`src/rtl/fetch_pkg.sv`:
```
// fetch_pkg: shared types for the fetch controller.
// Provides AW (address/instruction width), the PC-register op encoding and the
// instruction-queue entry layout {inst, pc}.
package fetch_pkg;
    localparam int AW = 32;
    typedef enum logic [1:0] {
        PC_HOLD = 2'd0,
        PC_INC  = 2'd1,
        PC_LOAD = 2'd2,
        PC_REL  = 2'd3
    } pc_sel_e;
    typedef struct packed {
        logic [AW-1:0] inst;
        logic [AW-1:0] pc;
    } fetch_entry_t;
endpackage

```
`src/rtl/fetch_fifo.sv`:
```
// fetch_fifo: synchronous FIFO with flush, occupancy count and simultaneous push/pop.
// Ports: clk, rst (async, active-high); i_flush empties the FIFO and wins over push/pop;
// i_push/i_din write, i_pop removes the head; o_dout is the head, o_count the occupancy.
// Push while full is accepted only together with a pop.
module fetch_fifo #(
    parameter int WIDTH = 32,
    parameter int DEPTH = 2
) (
    input  logic                       clk,
    input  logic                       rst,
    input  logic                       i_flush,
    input  logic                       i_push,
    input  logic [WIDTH-1:0]           i_din,
    input  logic                       i_pop,
    output logic [WIDTH-1:0]           o_dout,
    output logic [$clog2(DEPTH+1)-1:0] o_count
);
    localparam int PW = (DEPTH > 1) ? $clog2(DEPTH) : 1;
    localparam int CW = $clog2(DEPTH + 1);
    logic [WIDTH-1:0] r_mem [DEPTH];
    logic [PW-1:0]    r_rd, r_wr;
    logic [CW-1:0]    r_cnt;
    logic             w_push, w_pop;
    function automatic logic [PW-1:0] nxt(input logic [PW-1:0] p);
        return (p == PW'(DEPTH - 1)) ? '0 : p + PW'(1);
    endfunction
    assign w_pop   = i_pop & (r_cnt != '0);
    assign w_push  = i_push & ((r_cnt != CW'(DEPTH)) | w_pop);
    assign o_dout  = r_mem[r_rd];
    assign o_count = r_cnt;
    always_ff @(posedge clk or posedge rst) begin
        if (rst) begin
            r_rd  <= '0;
            r_wr  <= '0;
            r_cnt <= '0;
        end else if (i_flush) begin
            r_rd  <= '0;
            r_wr  <= '0;
            r_cnt <= '0;
        end else begin
            r_wr  <= w_push ? nxt(r_wr) : r_wr;
            r_rd  <= w_pop ? nxt(r_rd) : r_rd;
            r_cnt <= r_cnt + CW'(w_push) - CW'(w_pop);
        end
    end
    always_ff @(posedge clk) begin
        if (w_push && !i_flush) r_mem[r_wr] <= i_din;
    end
endmodule

```
`src/rtl/fetch_ctrl.sv`:
```
// fetch_ctrl: fetch-side controller between the PC register, instruction memory and decode.
// Ports: clk, rst (async, active-high)
//   PC register : i_pc_out (current PC), o_pc_sel (0 hold, 1 +4, 2 load, 3 +off*4+4), o_pc_in
//   imem request: o_imem_req_valid, i_imem_req_ready, o_imem_addr (= i_pc_out)
//   imem reply  : i_imem_rsp_valid, i_imem_rsp_data (in order, latency >= 1)
//   redirect    : i_redir_valid (pulse), i_redir_rel, i_redir_target
//   decode      : o_inst_valid, i_inst_ready, o_inst_data, o_inst_pc
module fetch_ctrl
    import fetch_pkg::*;
#(
    parameter int DEPTH = 2
) (
    input  logic          clk,
    input  logic          rst,
    input  logic [AW-1:0] i_pc_out,
    output logic [1:0]    o_pc_sel,
    output logic [AW-1:0] o_pc_in,
    output logic          o_imem_req_valid,
    input  logic          i_imem_req_ready,
    output logic [AW-1:0] o_imem_addr,
    input  logic          i_imem_rsp_valid,
    input  logic [AW-1:0] i_imem_rsp_data,
    input  logic          i_redir_valid,
    input  logic          i_redir_rel,
    input  logic [AW-1:0] i_redir_target,
    output logic          o_inst_valid,
    input  logic          i_inst_ready,
    output logic [AW-1:0] o_inst_data,
    output logic [AW-1:0] o_inst_pc
);
    localparam int CW = $clog2(DEPTH + 1);
    localparam int DW = $clog2(2 * DEPTH + 1);
    logic          w_redir, w_fire, w_rsp_ok, w_pop;
    logic [CW-1:0] w_outstanding, w_qcount;
    logic [AW-1:0] w_pend_pc;
    fetch_entry_t  w_head;
    logic [DW-1:0] r_drop;
    logic [DW:0]   w_drop_sum;
    // Outputs are gated by rst so they fall to reset values without waiting for a clock.
    assign w_redir          = i_redir_valid & ~rst;
    assign o_imem_req_valid = ~rst & ~i_redir_valid &
                              (({1'b0, w_qcount} + {1'b0, w_outstanding}) < (CW+1)'(DEPTH));
    assign w_fire           = o_imem_req_valid & i_imem_req_ready;
    assign o_imem_addr      = i_pc_out;
    assign o_pc_sel         = w_redir ? (i_redir_rel ? PC_REL : PC_LOAD) : (w_fire ? PC_INC : PC_HOLD);
    assign o_pc_in          = w_redir ? i_redir_target : '0;
    // Responses still owed to a flushed stream are discarded before any new one is accepted.
    assign w_rsp_ok         = i_imem_rsp_valid & ~w_redir & (r_drop == '0) & (w_outstanding != '0);
    assign w_pop            = o_inst_valid & i_inst_ready & ~w_redir;
    // A response landing in the redirect cycle consumes one of the owed responses itself.
    assign w_drop_sum       = {1'b0, r_drop} + (DW+1)'(w_outstanding) -
                              (DW+1)'(i_imem_rsp_valid & ((r_drop != '0) | (w_outstanding != '0)));
    assign o_inst_valid     = w_qcount != '0;
    assign o_inst_data      = w_head.inst;
    assign o_inst_pc        = w_head.pc;
    always_ff @(posedge clk or posedge rst) begin
        if (rst) r_drop <= '0;
        else if (w_redir) r_drop <= (w_drop_sum > (DW+1)'(2 * DEPTH)) ? DW'(2 * DEPTH) : w_drop_sum[DW-1:0];
        else if (i_imem_rsp_valid && r_drop != '0) r_drop <= r_drop - DW'(1);
    end
    // The pending-PC occupancy is the outstanding-request count.
    fetch_fifo #(.WIDTH(AW), .DEPTH(DEPTH)) u_pend (
        .clk     (clk),
        .rst     (rst),
        .i_flush (w_redir),
        .i_push  (w_fire),
        .i_din   (i_pc_out),
        .i_pop   (w_rsp_ok),
        .o_dout  (w_pend_pc),
        .o_count (w_outstanding)
    );
    fetch_fifo #(.WIDTH($bits(fetch_entry_t)), .DEPTH(DEPTH)) u_queue (
        .clk     (clk),
        .rst     (rst),
        .i_flush (w_redir),
        .i_push  (w_rsp_ok),
        .i_din   ({i_imem_rsp_data, w_pend_pc}),
        .i_pop   (w_pop),
        .o_dout  (w_head),
        .o_count (w_qcount)
    );
    a_rsp_protocol: assert property (@(posedge clk) disable iff (rst)
        !(i_imem_rsp_valid && !i_redir_valid && r_drop == '0 && w_outstanding == '0));
    a_drop_sat: assert property (@(posedge clk) disable iff (rst)
        !(i_redir_valid && w_drop_sum > (DW+1)'(2 * DEPTH)));
endmodule

```
`config.mk`:
```
export PLATFORM = sky130hd
export DESIGN_NAME = fetch_ctrl
export DESIGN_NICKNAME = d
export VERILOG_FILES = /design/src/rtl/fetch_pkg.sv /design/src/rtl/fetch_fifo.sv /design/src/rtl/fetch_ctrl.sv
export SDC_FILE = /design/constraint.sdc
export NUM_CORES = 1
export LEC_CHECK = 0
export BUFFER_PORTS_ARGS = -buffer_cell sky130_fd_sc_hd__buf_2
export CORE_MARGIN = 5
export CORE_UTILIZATION = 52
export DETAILED_ROUTE_END_ITERATION = 10
export GPL_TIMING_DRIVEN = 0
export PLACE_DENSITY = 0.86
export SETUP_SLACK_MARGIN = 0.1
export SLEW_MARGIN = 40
export SYNTH_ARGS = -nofsm -noshare
export SYNTH_HDL_FRONTEND = slang
export SYNTH_SLANG_ARGS = --single-unit
```
`constraint.sdc`:
```
create_clock -name clk -period 10.1 [get_ports clk]
set_clock_uncertainty 0.15 [all_clocks]
set_input_delay 2.02 -clock clk [delete_from_list [all_inputs] [get_ports clk]]
set_output_delay 2.02 -clock clk [all_outputs]
set_load 0.01 [all_outputs]
```
==> qor.yml <==
routing:
  dr.max_layer_used: "met4"
  dr_wl_met3_um: 1273
  ant_nets: 0
  dr.pass1.iters: 4
  wl_per_cell_um: 18.45
  met2WireLength_um: 9930
  drc: 0
  drtIter0Drc: 172
  drt-met1-wl_um: 6192
  vias: 4861
  wirelength_um: 18010
  viasPerCell: 4.981
synthesis:
  syn_inst: 467
  async_flop_share: 0.05419
  syn-num-nets: 583
  synth-main-ff-cell: "edfxtp_1"
  synth_edf_count: 192
  synthTopCellsByArea: "edfxtp_1, mux2_2, dfrtp_1, buf_4, and2_1"
  ys_seq_area_frac: 0.7320
  synth.cell_area_um2: 8253
  synth_area_leader_cell: "edfxtp_1"
  yosysTopAreaCellShare: 0.6986
  synthTopCellsByCount: "edfxtp_1, mux2_2, and2_1, buf_4, inv_1"
  ys_ff_latch: 203
  yosys.cell_count.top_type: "edfxtp_1"
  synth.distinct_cells: 33
  postSynthAreaPerCell_um2: 17.67
  ys_warn_count: 0
floorplanning:
  core_um2: 15710
  initial_core_util: 0.5252
  dieArea_um2: 18490
  die_w_um: 136.0
  rows: 46
  num_io_pins: 235
  die_h_um: 136.0
finish:
  drive_gt1_frac: 0.5763
  final_util: 0.6772
  layout.nets: 860
  area_growth_pct: 28.93
  multi_input_comb_area_um2: 1846
  fin_cells: 976
  final_area_um2: 10640
  seq_area_um2: 6041
  diodes: 0
  n_fill_cell: 1059
placement:
  dpl_cell_area_um2: 9879
  place_congestion: 1.064
  dp_hpwl_um: 13670
  port_buffers: 234
  dp_cells: 936
global_routing:
  antenna_found_initial: 2
  grt_max_degree: 36
  first_global_vias: 5403
  grt_use_total: 0.1928
  grt_overflow: 0
  grt_pass1_wl_um: 27430
pwr:
  clkPwrFrac: 0.332
  pwr-share-seq: 0.421
  swShare: 0.2650
  ir_drop_uv: 152.9
  switching_power_uw: 649.3
  combPwrFrac: 0.247
  powerDensity_nw_per_um2: 230.3
  internal-power_uw: 1801
  leakage_uw: 0.004303
clocking:
  tritoncts: "done"
  cts_resized: 0
  h-tree-depth: 1
  post_cts_buffers: 0
  clock_sinks: 203
  postCtsHoldBufs: 0
  cts_made_buffers: 22
  cts_buffer_depth: 3
  ctsRootBufferMaster: "clkbuf_16"
  clk_latency_ns: 0.49
  path_clk_slew_ns: 0.06
worst_hold_path:
  min_path_cells: 1
  hold-path-endpoint: "u_queue.r_mem[1][30]"
  hold_path_startpoint: "u_pend.r_mem[1][30]"
  hold_class: "reg -> reg"
setup_path:
  r2r-start: "r_drop[0]"
  cp_common_cell: "buf_2"
  cpPeakStageDelay_ns: 0.35
  crit_slowest_cell: "clkbuf_1"
  end_kind: "output port"
  r2r-end: "r_drop[1]"
  reg2regPathDepth: 13
  critPathBufInv: 4
  path_max_fanout: 10
  cp.required_ns: 7.93
  crit_type: "in -> out"
  path_cells: "buf_2 > nor2b_1 > buf_2 > clkbuf_1 > and2_1 > buf_2"
  critPathLaunchType: "input port"
  rrSetupSlack_ns: 7.01
  path_delay_family: "buffers and inverters"
  critPathArrivalTime_ns: 3.21
  cp-startpoint: "rst"
sta:
  slew_violations: 0
  rsz0062_at_grt: "no"
  tightest_slew_ns: 0.5257
  fmax_ghz: 0.1858
  fin_crit_sh: 0.5328
  setup_viol: 0
  period_minus_slack_ns: 5.381
  whs_ns: 0.4140
  hold_violations: 0
  relSlewSlack: 0.6495
outcome:
  status: "finished clean"
job:
  max_cap_violations: 0
-- registers in the layout, summed over array words and instances (netlist names) --
signal           cells
u_queue.r_mem      128
u_pend.r_rd          1
u_pend.o_count       2
u_queue.o_count      2
r_drop               3
u_queue.r_wr         1
u_pend.r_mem        64
u_queue.r_rd         1
u_pend.r_wr          1
-- how the worst max path moves through the flow --
stage	endpoint	slack (ns)	cells past startpoint
final	o_pc_in[9]	4.72	6
after global routing	o_pc_in[9]	4.63	6
after CTS	o_pc_in[9]	4.70	6
after detailed placement	o_pc_in[9]	4.71	6
after global placement	u_queue.r_mem[0][32]	-2.61	5
after floorplan	u_queue.r_mem[0][0]	0.73	4
-- stage by stage --
stage	total power [uW]	setup slack [ns]	TNS, ns
detailed placement	1658	4.710	0
floorplan	1448	0.7313	0
global route	2569	4.628	0
finish	2450	4.719	0
CTS	2478	4.705	0
global placement	1620	-2.608	-166.54
-- cell type report --
type	count	share of cell area
sequential	203	0.5677
multi-input combinational	199	0.1734
timing repair buffer	253	0.1258
clock buffer	28	0.05762
buffer	50	0.03081
tap	216	0.02540
clock inverter	12	0.01388
inverter	15	0.005292
-- cell usage in the layout, fill, tap and decap left out, drive strengths merged --
cell	n
buf	299
mux2	96
ha	11
o21ai	2
or3	1
nand2	9
o2111ai	1
and3	1
or2	1
nor2	8
nor3	3
inv	15
o221ai	1
o22ai	1
o31a	1
nor4	2
and4bb	1
clkinv	9
nand2b	2
xor2	3
nand3	1
nor2b	4
clkbuf	32
mux2i	1
fa	2
and2	35
edfxtp	192
a2bb2oi	1
dfrtp	11
a21oi	3
a31oi	2
xnor2	5
bufinv	3
o2bb2ai	1
-- power by group through the flow --
stage,Sequential (uW),Combinational (uW),Clock [uW]
after floorplan,1040,404,0
after global placement,1050,570,0
after detailed placement,1050,609,0
after CTS,1030,614,832
after global routing,1040,663,869
final,1030,606,813
-- per-layer routing --
metal,up-vias,global-route usage
li1,2254,-
met1,2363,0.2053
met2,206,0.3769
met3,38,0.03553
met4,0,0.06887
met5,-,0
-- cells by family after synthesis --
group,Yosys count,share of synthesized area
flip-flops,203,0.7320
multiplexers,97,0.1322
AND/OR/NAND/NOR,68,0.04654
buffers and inverters,65,0.04654
AO/OA/AOI/OAI,13,0.01274
adder cells (fa/ha/maj),13,0.02153
XOR/XNOR,8,0.008490
No activity file was read; power rests on OpenSTA's default activity.
